==> src/rtl/noc.sv <==
// Shared NoC definitions: router port indices and default input-buffer sizing.
package noc;

  // Router port index order, also the slice order of every per-port bus.
  typedef enum logic [2:0] {
    PortN = 3'd0,
    PortS = 3'd1,
    PortW = 3'd2,
    PortE = 3'd3,
    PortP = 3'd4
  } port_e;

  localparam int unsigned MaxPorts         = 5;
  localparam int unsigned DefaultPortDepth = 4;
  localparam int unsigned DefaultStopSlack = 1;

endpackage

==> src/rtl/noc_port_fifo.sv <==
// Single-port flit FIFO with stop/void flow control, occupancy and sticky
// overflow flag.
//
// Handshake: a flit is offered when the sender's void is 0. The upstream
// side transfers a flit on every cycle data_void_in=0 (stop_out is only a
// request to stop; flits still in flight are absorbed by the StopSlack
// reserve, and any flit arriving while full is dropped and flagged). The
// downstream side transfers the head flit on every edge where
// data_void_out=0 and stop_in=0; stop_in is ignored while void.
module noc_port_fifo
  import noc::*;
#(
  parameter int Width     = 66,
  parameter int Depth     = DefaultPortDepth,
  parameter int StopSlack = DefaultStopSlack,
  localparam int PtrW     = $clog2(Depth),
  localparam int CntW     = PtrW + 1
) (
  input  logic             clk,
  input  logic             rst,
  input  logic [Width-1:0] data_in,
  input  logic             data_void_in,
  output logic             stop_out,
  output logic [Width-1:0] data_out,
  output logic             data_void_out,
  input  logic             stop_in,
  output logic [CntW-1:0]  occupancy,
  output logic             overflow_err
);

  localparam logic [CntW-1:0] DepthC     = CntW'(Depth);
  localparam logic [CntW-1:0] StopLevelC = CntW'(Depth - StopSlack);

  logic [Width-1:0] mem [Depth];
  logic [PtrW-1:0]  rd_ptr;
  logic [PtrW-1:0]  wr_ptr;
  logic [CntW-1:0]  count;
  logic [CntW-1:0]  next_count;
  logic             empty;
  logic             full;
  logic             pop;
  logic             push;
  logic             drop;

  assign empty = (count == '0);
  assign full  = (count == DepthC);
  // A pop frees the head slot in the same edge, so a full FIFO still
  // accepts a push when the head is leaving.
  assign pop   = !empty && !stop_in;
  assign push  = !data_void_in && (!full || pop);
  assign drop  = !data_void_in && full && !pop;

  assign data_out      = mem[rd_ptr];
  assign data_void_out = empty;
  assign occupancy     = count;

  // Entry count after this edge's push/pop.
  always_comb begin
    next_count = count;
    if (push && !pop) begin
      next_count = count + CntW'(1);
    end else if (!push && pop) begin
      next_count = count - CntW'(1);
    end
  end

  // Pointers, count, registered stop and sticky overflow.
  always_ff @(posedge clk or negedge rst) begin
    if (!rst) begin
      rd_ptr       <= '0;
      wr_ptr       <= '0;
      count        <= '0;
      stop_out     <= 1'b0;
      overflow_err <= 1'b0;
    end else begin
      if (push) wr_ptr <= wr_ptr + PtrW'(1);
      if (pop)  rd_ptr <= rd_ptr + PtrW'(1);
      count    <= next_count;
      stop_out <= (next_count >= StopLevelC);
      if (drop) overflow_err <= 1'b1;
    end
  end

  // Flit storage; contents are meaningless while void, so no reset.
  always_ff @(posedge clk) begin
    if (push) mem[wr_ptr] <= data_in;
  end

endmodule

==> src/rtl/noc_port_buffer_bank.sv <==
// Bank of independent router input buffers, one FIFO per port (N,S,W,E,P).
module noc_port_buffer_bank
  import noc::*;
#(
  parameter int NumPorts  = 5,
  parameter int Width     = 66,
  parameter int Depth     = DefaultPortDepth,
  parameter int StopSlack = DefaultStopSlack,
  localparam int OccW     = $clog2(Depth) + 1
) (
  input  logic                     clk,
  input  logic                     rst,
  input  logic [NumPorts*Width-1:0] data_in,
  input  logic [NumPorts-1:0]      data_void_in,
  output logic [NumPorts-1:0]      stop_out,
  output logic [NumPorts*Width-1:0] data_out,
  output logic [NumPorts-1:0]      data_void_out,
  input  logic [NumPorts-1:0]      stop_in,
  output logic [NumPorts*OccW-1:0] occupancy,
  output logic [NumPorts-1:0]      overflow_err
);

  // One FIFO per port; ports share nothing but the clock and reset.
  for (genvar i = 0; i < NumPorts; i++) begin : g_port
    noc_port_fifo #(
      .Width    (Width),
      .Depth    (Depth),
      .StopSlack(StopSlack)
    ) u_fifo (
      .clk          (clk),
      .rst          (rst),
      .data_in      (data_in[i*Width +: Width]),
      .data_void_in (data_void_in[i]),
      .stop_out     (stop_out[i]),
      .data_out     (data_out[i*Width +: Width]),
      .data_void_out(data_void_out[i]),
      .stop_in      (stop_in[i]),
      .occupancy    (occupancy[i*OccW +: OccW]),
      .overflow_err (overflow_err[i])
    );
  end

endmodule

==> config.mk <==
export PLATFORM = sky130hd
export DESIGN_NAME = noc_port_buffer_bank
export DESIGN_NICKNAME = d
export VERILOG_FILES = /design/src/rtl/noc.sv /design/src/rtl/noc_port_fifo.sv /design/src/rtl/noc_port_buffer_bank.sv
export SDC_FILE = /design/constraint.sdc
export NUM_CORES = 1
export LEC_CHECK = 0
export CELL_PAD_IN_SITES_DETAIL_PLACEMENT = 1
export CELL_PAD_IN_SITES_GLOBAL_PLACEMENT = 1
export CORE_ASPECT_RATIO = 0.8
export CORE_MARGIN = 8
export CORE_UTILIZATION = 50
export CTS_BUF_LIST = sky130_fd_sc_hd__clkbuf_8 sky130_fd_sc_hd__clkbuf_16
export CTS_CLUSTER_DIAMETER = 100
export DETAILED_ROUTE_END_ITERATION = 7
export HOLD_SLACK_MARGIN = 0.05
export PLACE_DENSITY_LB_ADDON = 0.1
export SKIP_CTS_REPAIR_TIMING = 1
export SKIP_LAST_GASP = 1
export SYNTH_ARGS = -nofsm -noshare
export SYNTH_HDL_FRONTEND = slang
export SYNTH_HIERARCHICAL = 1
export SYNTH_SLANG_ARGS = --single-unit
==> constraint.sdc <==
create_clock -name clk -period 7.3 [get_ports clk]
set_input_delay 0.73 -clock clk [delete_from_list [all_inputs] [get_ports clk]]
set_output_delay 0.73 -clock clk [all_outputs]
set_load 0.005 [all_outputs]
==> flow_metrics.tcl <==
set metrics [dict create \
    intPower_mw 18.69 \
    p_comb_share_pct 31.9 \
    place_congestion 0.7349 \
    syn-num-nets 2418 \
    synthCells 2041 \
    area_delta_synth_final_pct 24.54 \
    peakVddDrop_mv 0.3231 \
    drc 0 \
    postSynthAreaPerCell_um2 24.92 \
    drt-total-wl_um 122300 \
    final_cells 4262 \
    synth_edf_count 1320 \
    leakage_nw 20.72 \
    finalHoldViolations 0 \
    period_minus_slack_ns 4.268 \
    hpwlAfterDp_um 79800 \
    rows 104 \
    power_density_nw_per_um2 412.1 \
    drtIter0Drc 1585 \
    via_per_inst 5.563 \
    crit_required_ns 6.57 \
    track_usage_pct 21.50 \
    timing.rr.start "g_port[2].u_fifo/occupancy[1]" \
    maxSlewViolCount 0 \
    dp.cells 4006 \
    tns_ns 0 \
    worstPathArrival_ns 3.54 \
    ys_warn_count 6 \
    cts_root_buf "clkbuf_16" \
    core_um2 100700 \
    detail-route-antenna-nets 0 \
    rsz0062_at_grt "false" \
    period_share_pct 58.47 \
    ff2ff_setup_slack_ns 3.95 \
    tightest_slew_ns 1.112 \
    ys.flop_type "edfxtp_1" \
    reg2reg_depth 5 \
    startpoint "g_port[4].u_fifo/rd_ptr[0]" \
    synth_seq_cells 1365 \
    grt_pass1_wl_um 175900 \
    critPathLaunchType "flip-flop" \
    numPortBuffers 701 \
    p_seq_share_pct 42.6 \
    status "complete, no violations" \
    die_x_um 372.6 \
    clk_pin_slew_worst_paths_ns 0.06 \
    synth_cell_types 46 \
    firstDrtPassIters 5 \
    seq_area_frac_synth_pct 80.16 \
    swShare_pct 28.39 \
    clockBufferDepth 3 \
    fmax_mhz 234.3 \
    cts-buffers-inserted 135 \
    clockPowerShare_pct 25.5 \
    grt_max_degree 68 \
    grt_remaining_overflow 0 \
    die_area_um2 112200 \
    clock_latency_ns 0.74 \
    layout.nets 3195 \
    worstSetupEndpointType "output port" \
    path_max_fanout 35 \
    start_util_pct 50.49 \
    clock-sinks 1365 \
    cts_tree "yes" \
    die_h_um 301.2 \
    ioPinCount 702 \
    hp-class "primary input to asynchronous set/reset pin" \
    cap_violations 0 \
    vias 23710 \
    grt_pass1_vias 25890 \
    setup_viol 0 \
    antenna_found_initial 32 \
    fin_hold_ws_ns 0.1079 \
    p_switching_mw 7.410 \
    wire_per_inst_um 28.70 \
    layout-drive-gt1-share_pct 20.01 \
    nFillCells 8184 \
    finalClockSkew_ns 0.03072 \
    cts.htree.levels 4 \
    async_reset_ff_share_pct 3.297 \
    syn_area_um2 50850 \
    r2r-end "g_port[2].u_fifo/mem[0][30]" \
    slew_headroom_pct 25.85 \
    critical_path_class "flip-flop to output port" \
]
[flip-flops by register name (all words and copies together) (netlist names)]
signal / cells
g_port.u_fifo/wr_ptr: 10
g_port.u_fifo/rd_ptr: 10
g_port.u_fifo/mem: 1320
g_port.u_fifo/overflow_err: 5
g_port.u_fifo/stop_out: 5
g_port.u_fifo/occupancy: 15
[layer usage]
layer  vias up  routed length, µm  global-route usage [%]  share of wire [%]
li1      10260                  -                       -                  -
met1     12580              44480                   24.97                 36
met2       664              64700                   37.86                 53
met3       184               9985                   7.051                8.2
met4        28               2972                   6.879                2.4
met5         -                172                       0               0.14
[worst max path at each step]
stage               cells after the start                          end
finish                                  3                data_out[301]
global route                            3                data_out[306]
CTS                                     3                data_out[306]
detailed placement                      4  g_port[2].u_fifo/mem[0][33]
global placement                        4  g_port[2].u_fifo/mem[0][33]
floorplan                               3   g_port[0].u_fifo/mem[0][0]
[Yosys cell counts, types with 4 or more instances]
master,instances,share of area (%)
a21o_1,4,0.059
mux2i_1,5,0.098
o21a_1,5,0.074
mux2_4,4,0.12
xnor2_1,15,0.26
a22oi_1,5,0.074
mux4_2,330,15
buf_4,27,0.40
xor2_1,5,0.086
and2_1,20,0.25
a22o_1,9,0.16
o221ai_2,4,0.12
a21oi_1,6,0.059
o41a_1,4,0.089
nand2_1,23,0.17
nor4_1,4,0.049
ha_1,35,0.86
buf_1,15,0.11
o311ai_0,4,0.069
edfxtp_1,1320,78
buf_8,4,0.12
nor2b_4,5,0.14
buf_12,11,0.43
a41o_1,4,0.079
nor2_1,14,0.10
buf_6,5,0.11
buf_2,25,0.25
nand3b_1,9,0.13
o21ai_0,6,0.059
nor2b_1,6,0.074
a32oi_1,4,0.069
a31oi_1,9,0.11
dfrtp_1,45,2.2
inv_1,36,0.27
[critical path, cell delays in order, from the launching register on]
cell and delay, ns:
dfrtp_4 0.86, buf_4 0.71, mux4_2 0.60, clkdlybuf4s50_1 0.58
[metrics by stage]
step | utilization [%] | setup WS (ns) | power, mW | cell area [µm²]
floorplan | - | 4.001 | 15.30 | 50850
global placement | 58.64 | 3.528 | 19.59 | 59060
detailed placement | 58.64 | 3.459 | 19.82 | 59060
CTS | 62.84 | 2.835 | 26.55 | 63290
global route | 62.85 | 2.698 | 27.21 | 63300
finish | 62.89 | 3.032 | 26.10 | 63340
[logic make-up (layout without fill, tap and decap cells)]
| logic type | Yosys count | after routing | synth area share (%) |
|---|---|---|---|
| multiplexers | 339 | 339 | 14.83 |
| adder cells (fa/ha/maj) | 35 | 35 | 0.8611 |
| flip-flops | 1365 | 1365 | 80.16 |
| XOR/XNOR | 20 | 20 | 0.3445 |
| AO/OA/AOI/OAI | 70 | 70 | 1.107 |
| other | 0 | 19 | 0 |
| buffers and inverters | 123 | 1000 | 1.683 |
| AND/OR/NAND/NOR | 89 | 89 | 1.014 |
[area by class of cell]
| class | count | area, µm² | area share, % |
|---|---|---|---|
| sequential | 1365 | 40790 | 64.41 |
| multi-input combinational | 553 | 9264 | 14.63 |
| timing repair buffer | 727 | 7207 | 11.38 |
| clock buffer | 141 | 3517 | 5.553 |
| tap | 1325 | 1658 | 2.618 |
| clock inverter | 96 | 715.7 | 1.130 |
| inverter | 36 | 135.1 | 0.2134 |
| antenna | 19 | 47.55 | 0.07507 |
[power groups by stage]
| stage | logic [mW] | registers (mW) | clock network, mW |
|---|---|---|---|
| final | 8.33 | 11.1 | 6.64 |
| after floorplan | 4.48 | 10.8 | 0 |
| after detailed placement | 8.49 | 11.3 | 0 |
| after global routing | 8.85 | 11.3 | 7.05 |
| after global placement | 8.41 | 11.2 | 0 |
| after CTS | 8.56 | 11.2 | 6.82 |
[cell usage in the layout (no fill, tap or decap), drive strengths merged, types with 23 or more instances in the layout]
cell           count
edfxtp          1320
buf               27
mux4             330
clkbuf           141
nand2             23
clkinv            48
dfrtp             45
ha                35
clkdlybuf4s50    700
inv               72
Note: power is estimated with default switching activity, not from simulation.
